$ cat src/rtl/uart_pkg.sv
// uart_pkg: shared UART frame state and 8N1 framing constants
package uart_pkg;
  typedef enum logic [1:0] {IDLE, START, DATA, STOP} state_t;
  localparam int DATA_BITS = 8;
  localparam int STOP_BITS = 1;
endpackage

$ cat src/rtl/uart_tx_fifo.sv
// uart_tx_fifo: synchronous byte FIFO buffering bytes ahead of the transmitter
module uart_tx_fifo #(
  parameter int DEPTH = 16
) (
  input  logic                     clk,
  input  logic                     rstn,
  input  logic                     push,
  input  logic [7:0]               wdata,
  input  logic                     pop,
  output logic [7:0]               rdata,
  output logic                     full,
  output logic                     empty,
  output logic [$clog2(DEPTH):0]   count
);
  localparam int AW = $clog2(DEPTH);
  localparam int CW = AW + 1;
  logic [7:0]    mem [DEPTH];
  logic [AW-1:0] wr_ptr, rd_ptr;
  logic          do_push, do_pop;
  assign full    = count == CW'(DEPTH);
  assign empty   = count == '0;
  assign do_push = push && !full;
  assign do_pop  = pop && !empty;
  assign rdata   = mem[rd_ptr];
  always_ff @(posedge clk) begin
    if (!rstn) begin
      wr_ptr <= '0;
      rd_ptr <= '0;
      count  <= '0;
    end else begin
      wr_ptr <= wr_ptr + AW'(do_push);
      rd_ptr <= rd_ptr + AW'(do_pop);
      count  <= count + CW'(do_push) - CW'(do_pop);
    end
  end
  always_ff @(posedge clk) begin
    if (do_push) mem[wr_ptr] <= wdata;
  end
endmodule

$ cat src/rtl/uart_tx.sv
// uart_tx: buffered 8N1 UART transmitter
module uart_tx
  import uart_pkg::*;
#(
  parameter int CLK_PER_HALF_BIT = 260,
  parameter int FIFO_DEPTH       = 16
) (
  input  logic                          clk,
  input  logic                          rstn,
  input  logic [7:0]                    wdata,
  input  logic                          wvalid,
  output logic                          wready,
  output logic                          txd,
  output logic                          busy,
  output logic [$clog2(FIFO_DEPTH):0]   fifo_count
);
  localparam int CPB = 2 * CLK_PER_HALF_BIT;
  localparam int CW  = $clog2(CPB * STOP_BITS);
  state_t        state, state_n;
  logic [CW-1:0] cnt, cnt_n;
  logic [2:0]    bit_idx, bit_n;
  logic [7:0]    shreg, sh_n, fifo_rdata;
  logic          txd_n, pop, full, empty, bit_last, stop_last;
  uart_tx_fifo #(.DEPTH(FIFO_DEPTH)) u_fifo (
    .clk   (clk),
    .rstn  (rstn),
    .push  (wvalid && wready),
    .wdata (wdata),
    .pop   (pop),
    .rdata (fifo_rdata),
    .full  (full),
    .empty (empty),
    .count (fifo_count)
  );
  assign wready    = !full;
  assign busy      = state != IDLE || fifo_count != '0;
  assign bit_last  = cnt == CW'(CPB - 1);
  assign stop_last = cnt == CW'(CPB * STOP_BITS - 1);
  always_comb begin
    state_n = state;
    cnt_n   = cnt + CW'(1);
    bit_n   = bit_idx;
    sh_n    = shreg;
    txd_n   = txd;
    pop     = 1'b0;
    case (state)
      IDLE: begin
        cnt_n = '0;
        if (!empty) begin
          pop     = 1'b1;
          state_n = START;
          sh_n    = fifo_rdata;
          txd_n   = 1'b0;
        end
      end
      START: begin
        if (bit_last) begin
          state_n = DATA;
          cnt_n   = '0;
          bit_n   = '0;
          txd_n   = shreg[0];
        end
      end
      DATA: begin
        if (bit_last) begin
          cnt_n   = '0;
          state_n = bit_idx == 3'(DATA_BITS - 1) ? STOP : DATA;
          bit_n   = bit_idx == 3'(DATA_BITS - 1) ? bit_idx : bit_idx + 3'd1;
          txd_n   = bit_idx == 3'(DATA_BITS - 1) ? 1'b1 : shreg[bit_idx + 3'd1];
        end
      end
      STOP: begin
        if (stop_last) begin
          cnt_n   = '0;
          pop     = !empty;
          state_n = empty ? IDLE : START;
          sh_n    = empty ? shreg : fifo_rdata;
          txd_n   = empty;
        end
      end
      default: state_n = IDLE;
    endcase
  end
  always_ff @(posedge clk) begin
    if (!rstn) begin
      state   <= IDLE;
      cnt     <= '0;
      bit_idx <= '0;
      shreg   <= '0;
      txd     <= 1'b1;
    end else begin
      state   <= state_n;
      cnt     <= cnt_n;
      bit_idx <= bit_n;
      shreg   <= sh_n;
      txd     <= txd_n;
    end
  end
endmodule

$ cat config.mk
export PLATFORM = sky130hd
export DESIGN_NAME = uart_tx
export DESIGN_NICKNAME = d
export VERILOG_FILES = /design/src/rtl/uart_pkg.sv /design/src/rtl/uart_tx_fifo.sv /design/src/rtl/uart_tx.sv
export SDC_FILE = /design/constraint.sdc
export NUM_CORES = 1
export LEC_CHECK = 0
export ABC_AREA = 1
export CORE_MARGIN = 3
export CORE_UTILIZATION = 50
export CTS_BUF_LIST = sky130_fd_sc_hd__clkbuf_16
export CTS_CLUSTER_DIAMETER = 50
export CTS_CLUSTER_SIZE = 25
export DETAILED_ROUTE_END_ITERATION = 8
export GPL_TIMING_DRIVEN = 0
export PLACE_DENSITY = 0.67
export SLEW_MARGIN = 20
export SYNTH_ARGS = -nofsm -noshare
export SYNTH_HDL_FRONTEND = slang
export SYNTH_SLANG_ARGS = --single-unit
$ cat constraint.sdc
create_clock -name clk -period 3.2 [get_ports clk]
set_input_delay 0.96 -clock clk [delete_from_list [all_inputs] [get_ports clk]]
set_output_delay 0.96 -clock clk [all_outputs]
set_load 0.05 [all_outputs]
==> summary.json <==
{
  "outcome": {
    "status": "finished clean"
  },
  "sta": {
    "worst_slew_pin_slew_ns": 0.817,
    "final-hold-violation-count": 0,
    "grt_setup_unrepaired": "false",
    "totalNegativeSetupSlack_ns": 0,
    "hold-worst-slack_ns": 0.448,
    "final_critical_path_required_period_ns": 2.82,
    "timing.final.ws_setup_ns": 0.377,
    "finalSetupViolations": 0,
    "finClkSkew_ns": 0.00970,
    "drv_slew": 0,
    "maxClockFrequency_mhz": 354,
    "worst_slew_margin_rel_pct": 45.3,
    "fin_crit_sh_pct": 88.2
  },
  "die": {
    "die-height_um": 128,
    "floorplan.die_area_mm2": 0.0165,
    "coreArea_mm2": 0.0146,
    "fp-row-count": 44,
    "die_w_um": 128,
    "initial_utilization_pct": 51.4,
    "pin_count": 19
  },
  "synthesis": {
    "ys_ff_latch": 165,
    "synth_nets": 823,
    "area_of_the_mapped_netlist_mm2": 0.00749,
    "yosys-mux-area-fraction_pct": 0,
    "yosys.area_share.simple_pct": 23.4,
    "synth_compound_area_share_pct": 3.69,
    "synth_cells": 793,
    "yosys_warnings": 0,
    "largest_family_of_logic_cells_by_synthesized_area": "simple AND/OR/NAND/NOR gates",
    "yosys.area_share.adder_pct": 3.27,
    "synth_seq_area_share_pct": 61.2,
    "post_synth.cell_area_avg_um2": 9.45,
    "synth-xor-area-share_pct": 0.467,
    "synth.lib_cells_used.distinct": 36
  },
  "setup_path": {
    "worst_r2r_endpoint": "u_fifo.count[4]",
    "reg2reg_depth": 15,
    "critical_path.most_common_cell": "ha_1",
    "worst-r2r-setup-slack_ns": 0.38,
    "regToRegStartpoint": "u_fifo.count[2]",
    "crit_path_start_kind": "flip-flop",
    "critical-path-slowest-cell": "fa_1",
    "crit_arrival_ns": 3.13,
    "worst_setup_startpoint": "u_fifo.count[2]",
    "worst_setup_path_end_kind": "flip-flop",
    "worstPathCellList": "inv_1 -> ha_1 -> nand3_2 -> nand2_1 -> inv_2 -> a22oi_1 -> nor2_1 -> ha_1 -> inv_1 -> ha_1 -> fa_1 -> a21oi_1 -> o21bai_1 -> o21ai_0 -> a21oi_1",
    "crit_type": "reg2reg",
    "crit_path_max_incr_delay_ns": 0.42,
    "cp_max_fo": 3,
    "req_time_crit_path_ns": 3.51
  },
  "clock_tree": {
    "clock_tree.htree_level_count": 4,
    "clk_transition_reported_paths_ns": 0.06,
    "cts.sinks": 165,
    "insertion_delay_ns": 0.43,
    "ctsHoldBuffers": 0,
    "cts_tree": "built",
    "clockBufferDepth": 2,
    "clock-root-buffer": "clkbuf_16",
    "cts_buffers": 17
  },
  "place": {
    "hpwl_mm": 11.7,
    "place_worst_setup_slack_ns": 0.220,
    "port_buffers": 18,
    "place_congestion": 0.919,
    "post_dp_cell_area_mm2": 0.00791
  },
  "hold_path": {
    "min_from": "bit_idx[1]",
    "whs_path_depth": 2,
    "timing.hold.worst_endpoint": "bit_idx[1]",
    "hold_path.class": "reg2reg"
  },
  "power": {
    "power_density_mw_per_mm2": 755,
    "vdd_drop_max_mv": 0.452,
    "cellLeakagePower_uw": 0.00354,
    "total_power_uw": 6370
  },
  "global_routing": {
    "grtUsageTotal_pct": 21.8,
    "global_route_wire_length_before_repair_mm": 26.9,
    "overflow_left_after_global_routing": 0,
    "first_global_vias": 5053,
    "antenna_found_initial": 0,
    "global_routing_usage_on_met1_pct": 30.7,
    "routing_usage_on_met3_pct": 5.44,
    "groute.layer.met2.usage_pct": 32.9,
    "largest_net_degree_at_the_start_of_global_routing": 17,
    "gr-max-usage-layer": "met2"
  },
  "detailed_routing": {
    "vias_per_cell": 5.23,
    "firstDrtPassIters": 5,
    "route.detailed.drc": 0,
    "ant_nets": 0,
    "routed_wire_length_per_instance_um": 16.7,
    "detail_route.iter0.violations": 387,
    "drt-total-wl_mm": 17.1,
    "num_vias": 5370
  },
  "cells_and_area": {
    "antennaDiodeCount": 0,
    "fin_nets": 860,
    "most_common_cell_after_layout_fill_and_taps_aside": "nand2_1",
    "finish.instance_area_mm2": 0.00844,
    "syn_to_final_growth_pct": 12.6,
    "mostFrequentLayoutCells": "nand2_1 (206), edfxtp_1 (128), inv_1 (106)",
    "drive_gt1_share_pct": 9.50
  },
  "run": {
    "max_cap_viol_count": 0
  }
}
## registers in the layout, indices dropped and copies added (netlist names)
register / cells
u_fifo.wr_ptr: 4
txd: 1
u_fifo.mem: 128
state: 2
bit_idx: 3
shreg: 8
u_fifo.rd_ptr: 4
cnt: 10
u_fifo.count: 5
## critical path, delay by kind of cell, from the launching register on
family,cells,cell delay (ns)
adders and majority gates,4,1.10
AOI/OAI and AO/OA,5,0.68
and+or+nand+nor,3,0.39
DFF,1,0.32
buffers and inverters,3,0.22
## synthesized netlist by cell type, drive strengths merged
cell type	count	area share [%]
nand2	209	11
edfxtp	128	51
inv	115	5.8
nor2	97	5.1
nand3	91	6.4
dfxtp	37	9.9
o21ai	30	2.2
buf	25	2.1
ha	18	3.0
a21oi	17	1.1
nor3	5	0.33
nor3b	3	0.37
xnor2	3	0.35
clkbuf	2	0.10
nand3b	2	0.20
o211ai	2	0.20
a22oi	1	0.10
and2	1	0.10
clkinv	1	0.050
fa	1	0.27
nand4	1	0.084
nor4	1	0.17
o21bai	1	0.10
or2	1	0.084
xor2	1	0.12
## worst max-delay path by stage
stage | to
floorplan | u_fifo.count[4]
global placement | u_fifo.mem[11][3]
detailed placement | u_fifo.mem[12][5]
CTS | busy
global route | u_fifo.count[4]
finish | u_fifo.count[4]
## through the flow
step / util (%) / cells
floorplan: - / 793
global placement: 54.2 / 995
detailed placement: 54.2 / 995
CTS: 57.8 / 1026
global route: 57.9 / 1026
finish: 57.9 / 1026
## cell families (layout without fill, tap and decap cells)
logic type / count (synthesis) / count (layout)
AND/OR/NAND/NOR: 411 / 411
XOR/XNOR: 4 / 4
flip-flops: 165 / 165
AO/OA/AOI/OAI: 51 / 51
buffers and inverters: 143 / 192
adder cells (fa/ha/maj): 19 / 19
## final cells by class
type / count / area (µm²)
buffer: 27 / 164
tap: 184 / 230
sequential: 165 / 4580
clock buffer: 17 / 425
fill: 1222 / 6150
inverter: 116 / 435
timing repair buffer: 18 / 185
multi-input combinational: 485 / 2310
clock inverter: 14 / 106
## routing by layer
metal	up-vias	wire [µm]
li1	2638	-
met3	43	1220
met1	2503	7680
met4	0	493
met2	186	7690
met5	-	0
## power by group
group | internal, µW | switching (µW) | total, µW
Combinational | 645 | 1340 | 1980
Clock | 994 | 850 | 1840
Sequential | 2460 | 84.5 | 2550
Total | 4100 | 2270 | 6370
## repair_timing
| item | CTS | global route |
|---|---|---|
| setup buffers | 0 | 0 |
| setup endpoints to repair | 0 | 2 |
| resized for setup | 0 | 2 |
Power figures use the tool's default switching activity.
